### config.mk
export PLATFORM = sky130hd
export DESIGN_NAME = pc_thread_fifo
export DESIGN_NICKNAME = d
export VERILOG_FILES = /design/src/rtl/pc_thread_fifo.sv
export SDC_FILE = /design/constraint.sdc
export NUM_CORES = 1
export LEC_CHECK = 0
export ABC_AREA = 1
export BUFFER_PORTS_ARGS = -buffer_cell sky130_fd_sc_hd__buf_2
export CORE_MARGIN = 2
export CORE_UTILIZATION = 60
export CTS_BUF_LIST = sky130_fd_sc_hd__clkbuf_4 sky130_fd_sc_hd__clkbuf_8
export DETAILED_ROUTE_END_ITERATION = 12
export PLACE_DENSITY = 0.81
export SETUP_SLACK_MARGIN = 0.4
export SYNTH_ARGS = -nofsm -noshare
export SYNTH_HDL_FRONTEND = slang
export SYNTH_SLANG_ARGS = --single-unit
### constraint.sdc
create_clock -name clk -period 7.7 [get_ports clk]
set_input_delay 1.54 -clock clk [delete_from_list [all_inputs] [get_ports clk]]
set_output_delay 1.54 -clock clk [all_outputs]
set_load 0.005 [all_outputs]
### src/rtl/pc_thread_fifo.sv
// pc_thread_fifo: show-ahead circular FIFO of (pc, cc_id) thread tokens with per-cc_id occupancy tracking.
//   clk, rst                   : clock, asynchronous active-high reset
//   in_pc_valid/in_pc/in_cc_id : producer token offer; in_pc_ready = !full
//   out_pc_valid/out_pc/...    : head token (zero when empty); out_pc_ready pops it
//   cc_id_empty                : bit i set when no stored token carries cc_id i
//   occupancy, full, empty     : fill level and its extremes
module pc_thread_fifo #(
    parameter int PC_WIDTH   = 9,
    parameter int CC_ID_BITS = 2,
    parameter int DEPTH      = 16,
    localparam int AW  = $clog2(DEPTH),
    localparam int OW  = $clog2(DEPTH + 1),
    localparam int NCC = 2 ** CC_ID_BITS
) (
    input  logic                  clk,
    input  logic                  rst,
    input  logic                  in_pc_valid,
    input  logic [PC_WIDTH-1:0]   in_pc,
    input  logic [CC_ID_BITS-1:0] in_cc_id,
    output logic                  in_pc_ready,
    output logic                  out_pc_valid,
    output logic [PC_WIDTH-1:0]   out_pc,
    output logic [CC_ID_BITS-1:0] out_cc_id,
    input  logic                  out_pc_ready,
    output logic [NCC-1:0]        cc_id_empty,
    output logic [OW-1:0]         occupancy,
    output logic                  full,
    output logic                  empty
);
    logic [PC_WIDTH-1:0]   pc_mem_q [DEPTH];
    logic [CC_ID_BITS-1:0] cc_mem_q [DEPTH];
    logic [AW-1:0]         wr_ptr_q, wr_ptr_d, rd_ptr_q, rd_ptr_d;
    logic [OW-1:0]         occ_q, occ_d, cnt_sum;
    logic [OW-1:0]         cnt_q [NCC];
    logic [OW-1:0]         cnt_d [NCC];
    logic                  push, pop;

    assign full         = occ_q == OW'(DEPTH);
    assign empty        = occ_q == '0;
    assign occupancy    = occ_q;
    assign in_pc_ready  = !full;
    assign out_pc_valid = !empty;
    assign out_pc       = empty ? '0 : pc_mem_q[rd_ptr_q];
    assign out_cc_id    = empty ? '0 : cc_mem_q[rd_ptr_q];
    assign push         = in_pc_valid && !full;
    assign pop          = !empty && out_pc_ready;

    genvar g;
    for (g = 0; g < NCC; g++) begin : g_cc_empty
        assign cc_id_empty[g] = cnt_q[g] == '0;
    end

    // A push and pop on the same cc_id cancel out in that slot's counter.
    always_comb begin
        wr_ptr_d = push ? wr_ptr_q + AW'(1) : wr_ptr_q;
        rd_ptr_d = pop ? rd_ptr_q + AW'(1) : rd_ptr_q;
        occ_d    = occ_q + OW'(push) - OW'(pop);
        cnt_sum  = '0;
        for (int i = 0; i < NCC; i++) begin
            cnt_d[i] = cnt_q[i] + OW'(push && in_cc_id == CC_ID_BITS'(i))
                                - OW'(pop && cc_mem_q[rd_ptr_q] == CC_ID_BITS'(i));
            cnt_sum  = cnt_sum + cnt_q[i];
        end
    end

    always_ff @(posedge clk or posedge rst) begin
        if (rst) begin
            wr_ptr_q <= '0;
            rd_ptr_q <= '0;
            occ_q    <= '0;
            for (int i = 0; i < NCC; i++) cnt_q[i] <= '0;
        end else begin
            wr_ptr_q <= wr_ptr_d;
            rd_ptr_q <= rd_ptr_d;
            occ_q    <= occ_d;
            for (int i = 0; i < NCC; i++) cnt_q[i] <= cnt_d[i];
        end
    end

    // Payload storage is deliberately left unreset.
    always_ff @(posedge clk) begin
        if (push) begin
            pc_mem_q[wr_ptr_q] <= in_pc;
            cc_mem_q[wr_ptr_q] <= in_cc_id;
        end
    end

    a_cnt_sum: assert property (@(posedge clk) disable iff (rst) cnt_sum == occ_q);
endmodule

* After elaboration in Yosys (flattened, before gate mapping) *
Memories as Yosys holds them, arrays and structs flattened.
Index checks and enable logic that the tools add are counted.
Widths: inputs -> output; s select.

word-level totals
  flip-flop bits (word level) = 33
  memory bits (writable) = 176
  bits of input ports = 15
  memories kept = 2
  output and inout bits = 24

memory list
  name      words  width  read ports  clocked after Yosys merged registers in  wr ports  RTL line  source
  pc_mem_q  16     9      1           0                                        1         30        logic [PC_WIDTH-1:0] pc_mem_q [DEPTH];
  cc_mem_q  16     2      1           0                                        1         31        logic [CC_ID_BITS-1:0] cc_mem_q [DEPTH];

cells by class
  multiplexer cells = 4
  reductions and logical operators = 19
  equal/unequal tests = 7
  add/sub/neg operators = 12

operator list
  kind                 count
  $add 5x1->5          5
  $logic_not 5->1      5
  $sub 5x1->5          5
  $logic_and 1x1->1    10
  $mux 9               1
  $add 4x1->4 const B  2
  $eq 2x2->1 const B   4
  $eq 5x5->1 const B   1
  $eq 2x1->1 const B   2
  $logic_not 2->1      2
  $logic_not 1->1      2
  $mux 1               2
  $mux 2               1

* Longest topological paths before layout *
  word-level depth = 6
  mapped depth = 19
  gate-level depth less buffers = 17

* Worst setup path after synthesis *
No wires, ideal clock.

  path kind = input to register
  from = in out_pc_ready
  to = reg cnt_q[14] (netlist bit)
  setup time = 128 ps
  setup slack = 4,447 ps
  arrival time = 3,125 ps
  data required time = 7,572 ps
  cell stages on the path = 12
  cell sequence = nand2_1 inv_2 nand3_1 nor2_1 ha_1 inv_1 ha_1 inv_1 fa_1 o21ai_0 a21oi_1 xor2_1

RTL lines
  element             RTL line  source
  start: declaration  24        input logic out_pc_ready,
  end: declaration    34        logic [OW-1:0] cnt_q [NCC];

* Final worst setup path *
  from = reg rd_ptr_q[0]
  to = out out_pc[0]

on the way
  longest elaborated chain between the ends = 2

RTL lines
  element                   RTL line  source
  start: declaration        32        logic [AW-1:0] wr_ptr_q, wr_ptr_d, rd_ptr_q, rd_ptr_d;
  start signal: assignment  74        rd_ptr_q <= rd_ptr_d;
  $mem_v2 16x9              -
  $mux 9                    43        assign out_pc = empty ? '0 : pc_mem_q[rd_ptr_q];
  end: declaration          22        output logic [PC_WIDTH-1:0] out_pc,

Every way passes these cells.

==> implementation parameters <==
Parameter                              Value

Place
  Placed standard-cell area ... roughly 9700 um2
  Placer's final routability congestion estimate ... 0.802
  HPWL after DPL ... between 10,000 and 15,000 um
  Count of input and output buffers ... 38

Detailed routing
  Routed via count ... ~6,200
  Number of nets with antenna violations after routing ... 0
  Routed length per placed instance ... roughly 17 um
  Via density per instance ... roughly 5.6
  DRC violation total after the first TritonRoute iteration ... between 500 and 600
  Final wirelength ... about 19,000 um
  Iteration count of the initial detailed-routing pass ... 5
  Post-route DRC ... 0

Pwr
  Sequential share of power ... 37.8%
  Psw ... around 1.5 mW
  Worst ir drop on vdd ... ~0.27 mV
  Share of total power in the clock network ... a little under a quarter
  Net switching fraction of the power ... 38.0%
  Internal cell power ... ~2.5 mW
  Static Leakage ... 4.36 nW
  Fraction of power consumed by combinational cells ... between 30 and 40%
  Power per Cell Area ... 394 nW/um2

Hold path
  Worst hold-check path type ... reg -> reg

Die
  Number of I/O pins ... 39
  Die Footprint ... ~17,000 um2
  Effective utilization at floorplan ... 61.2%
  Placement Rows ... 45
  Horiz. Die Dim ... approximately 130 um
  Floorplan die height ... approximately 130 um
  Core area ... 15,200 um2

Worst setup path
  Critical path class ... reg -> out
  Required time of the critical path ... around 6.2 ns
  Maximum single-stage delay on the critical path ... about 0.70 ns
  Data arrival time of the critical path ... roughly 2.7 ns
  Library cell appearing most often on the critical path ... sky130_fd_sc_hd__nand2_1
  Kind of cell adding the most delay to the critical path ... buffers and inverters
  Critical path fanouts, max ... 90
  Cell at the slowest stage of the critical path ... sky130_fd_sc_hd__buf_4
  Bufs and invs on worst path ... 2
  Startpoint types ... flop
  Type of destination of the critical path ... output port
  Ordered cell list for the critical path ... buf_4 -> nand2_1 -> nand3_1 -> nand3_1 -> nand2_1 -> nand2_1 -> a21oi_1 -> buf_2

CTS
  Post-cts gate resize count ... 0
  Htree depth ... 2
  Total CTS buffers ... 34
  Clk root buf ... sky130_fd_sc_hd__clkbuf_8
  TritonCTS clock tree ... built
  Clock insertion delay at the later pin of the skew report ... between 0.5 and 0.6 ns
  Number of clock sinks seen by CTS ... ~210
  Clock Tree Buf Depth ... 3
  # Post-CTS Setup Buffers ... 0
  Clock Pin Slew Worst Setup and Hold Paths ... roughly 0.050 ns
  CTS Hold Bufs ... 0

Logic synthesis
  Proportion of synthesized chip area in sequential cells ... between 60% and 70%
  Count of distinct cell types in the synthesized netlist ... 23
  Mean area per synthesized cell ... 11.1 um2
  Cell Area, Synth ... 9300 um2
  Proportion of netlist area held by the largest area contributor ... 56.8%
  Total of flip-flops plus latches after synthesis ... roughly 210
  Gate count of the mapped netlist ... 839
  Total of warnings raised by yosys ... 0
  Number of nets produced by synthesis ... approximately 900
  Top post-synthesis cells by area ... sky130_fd_sc_hd__edfxtp_1 57%, sky130_fd_sc_hd__nand2_1 9.8%, sky130_fd_sc_hd__dfrtp_1 8.9%, sky130_fd_sc_hd__nand3_1 7.4%, sky130_fd_sc_hd__ha_1 4.7%
  Cell type with the highest aggregate area in the netlist ... sky130_fd_sc_hd__edfxtp_1

Global routing
  Initial antenna violation count ... 0
  Vias in the first global route ... 5,846
  Maximum number of pins on one net before global-route repair ... 91
  Total congestion overflow after global routing ... 0
  Global-route wire length before repair ... 29,600 um
  Total global routing track utilization ... between 20% and 30%

STA
  RSZ-0062 raised after global routing ... no
  Max Clock Skew ... 0.0316 ns
  Setup Viol. Count Final ... 0
  Final min period ... 4.19 ns
  Tightest Pin Transition ... 1.00 ns
  Headroom to the max-slew limit ... between 30 and 40%
  Pins Over Slew Limit ... 0
  Highest attainable clock frequency ... between 0.2 and 0.25 GHz
  Setup TNS ... 0 ns
  Part of the cycle the worst path needs ... 54.4%
  Number of hold violations in the final report ... 0

Final layout
  Fraction of final layout cells with drive strength greater than 1 ... 12.9%
  Most used cells in the layout excluding fill and tap cells ... 243 x sky130_fd_sc_hd__nand2_1, 176 x sky130_fd_sc_hd__edfxtp_1, 138 x sky130_fd_sc_hd__nand3_1
  Area added between synthesis and finish ... 11.1%
  Antenna cells ... 0
  Non-Filler Cell Area, Final ... approximately 10,000 um2
  Final net count ... 953
  Leading cell type in the layout, fill and taps excluded ... sky130_fd_sc_hd__nand2_1

Run
  Maximum Capacitance Violations ... 0

Outcome
  Status ... completed
-- metal layers --
metal / vias up / track usage, % / share of wire, %
met5: - / 0 / 0
met2: 265 / 38.4 / 49
li1: 2930 / - / -
met1: 2923 / 31.8 / 40
met4: 0 / 10.5 / 3.2
met3: 49 / 4.41 / 8.0
-- cell usage after synthesis --
| library cell | n |
|---|---|
| sky130_fd_sc_hd__nor3_1 | 2 |
| sky130_fd_sc_hd__inv_1 | 80 |
| sky130_fd_sc_hd__xnor2_1 | 5 |
| sky130_fd_sc_hd__ha_1 | 35 |
| sky130_fd_sc_hd__buf_4 | 3 |
| sky130_fd_sc_hd__or2_1 | 1 |
| sky130_fd_sc_hd__clkbuf_1 | 4 |
| sky130_fd_sc_hd__buf_2 | 18 |
| sky130_fd_sc_hd__nand3_1 | 138 |
| sky130_fd_sc_hd__fa_1 | 5 |
| sky130_fd_sc_hd__nand4_1 | 2 |
| sky130_fd_sc_hd__o21ai_0 | 11 |
| sky130_fd_sc_hd__nor4_1 | 2 |
| sky130_fd_sc_hd__nand2_1 | 243 |
| sky130_fd_sc_hd__nor2_1 | 24 |
| sky130_fd_sc_hd__a21oi_1 | 20 |
| sky130_fd_sc_hd__buf_1 | 4 |
| sky130_fd_sc_hd__edfxtp_1 | 176 |
| sky130_fd_sc_hd__buf_6 | 6 |
| sky130_fd_sc_hd__inv_4 | 1 |
| sky130_fd_sc_hd__dfrtp_1 | 33 |
| sky130_fd_sc_hd__inv_2 | 5 |
| sky130_fd_sc_hd__xor2_1 | 21 |
-- sequential cells by signal, summed over array words and instances (netlist names) --
signal and flops:
occupancy 5, rd_ptr_q 4, pc_mem_q 144, wr_ptr_q 4
cnt_q 20, cc_mem_q 32
-- cells by family (layout without fill, tap and decap cells) --
| kind of cell | Yosys count | count (layout) | synth area share [%] |
|---|---|---|---|
| DFF | 209 | 209 | 65.7 |
| AOI/OAI and AO/OA | 31 | 31 | 1.67 |
| buffers and inverters | 121 | 202 | 5.76 |
| xor gates and xnor gates | 26 | 26 | 2.45 |
| and+or+nand+nor | 412 | 412 | 18.6 |
| adders and majority gates | 40 | 40 | 5.78 |
-- power groups by stage --
stage	Combinational (mW)	Clock [mW]	Sequential, mW
3_5_place_dp	1.59	0	1.56
2_1_floorplan	1.19	0	1.53
6_report	1.60	0.936	1.54
3_3_place_gp	1.52	0	1.55
4_1_cts	1.60	0.944	1.54
5_1_grt	1.80	0.997	1.56
-- final cells by class --
cell class | count | area (um2)
Clock buffer | 48 | 592
Clock inverter | 10 | 76.3
Fill cell | 1060 | 4870
Inverter | 86 | 325
Multi-Input combinational cell | 509 | 2660
Sequential cell | 209 | 6110
Tap cell | 188 | 235
Timing Repair Buffer | 58 | 340
-- worst paths after layout --
check / startpoint / to / slack, ns / depth (start not counted)
min in group asynchronous: rst / cnt_q[18]$_DFF_PP0_ / 1.12 / 3
setup reg to reg: rd_ptr_q[0]$_DFFE_PP0P_ / cnt_q[9]$_DFF_PP0_ / 4.20 / 17
hold / removal: cnt_q[0]$_DFF_PP0_ / cnt_q[0]$_DFF_PP0_ / 0.51 / 1
hold reg to reg: cnt_q[0]$_DFF_PP0_ / cnt_q[0]$_DFF_PP0_ / 0.51 / 1
max in group asynchronous: rst / rd_ptr_q[0]$_DFFE_PP0P_ / 6.25 / 3
setup / recovery: rd_ptr_q[0]$_DFFE_PP0P_ / out_pc[0] / 3.51 / 8
-- through the flow --
stage	util [%]	hold slack, ns	total power [mW]	instances	setup WS [ns]
after global placement	63.6	0.494	3.08	1050	4.11
after global routing	68.0	0.539	4.35	1108	3.39
after CTS	68.0	0.510	4.08	1108	3.52
final	68.0	0.507	4.07	1108	3.51
after floorplan	-	0.480	2.72	839	4.45
after detailed placement	63.6	0.499	3.15	1050	4.08
Power figures use the tool's default switching activity.
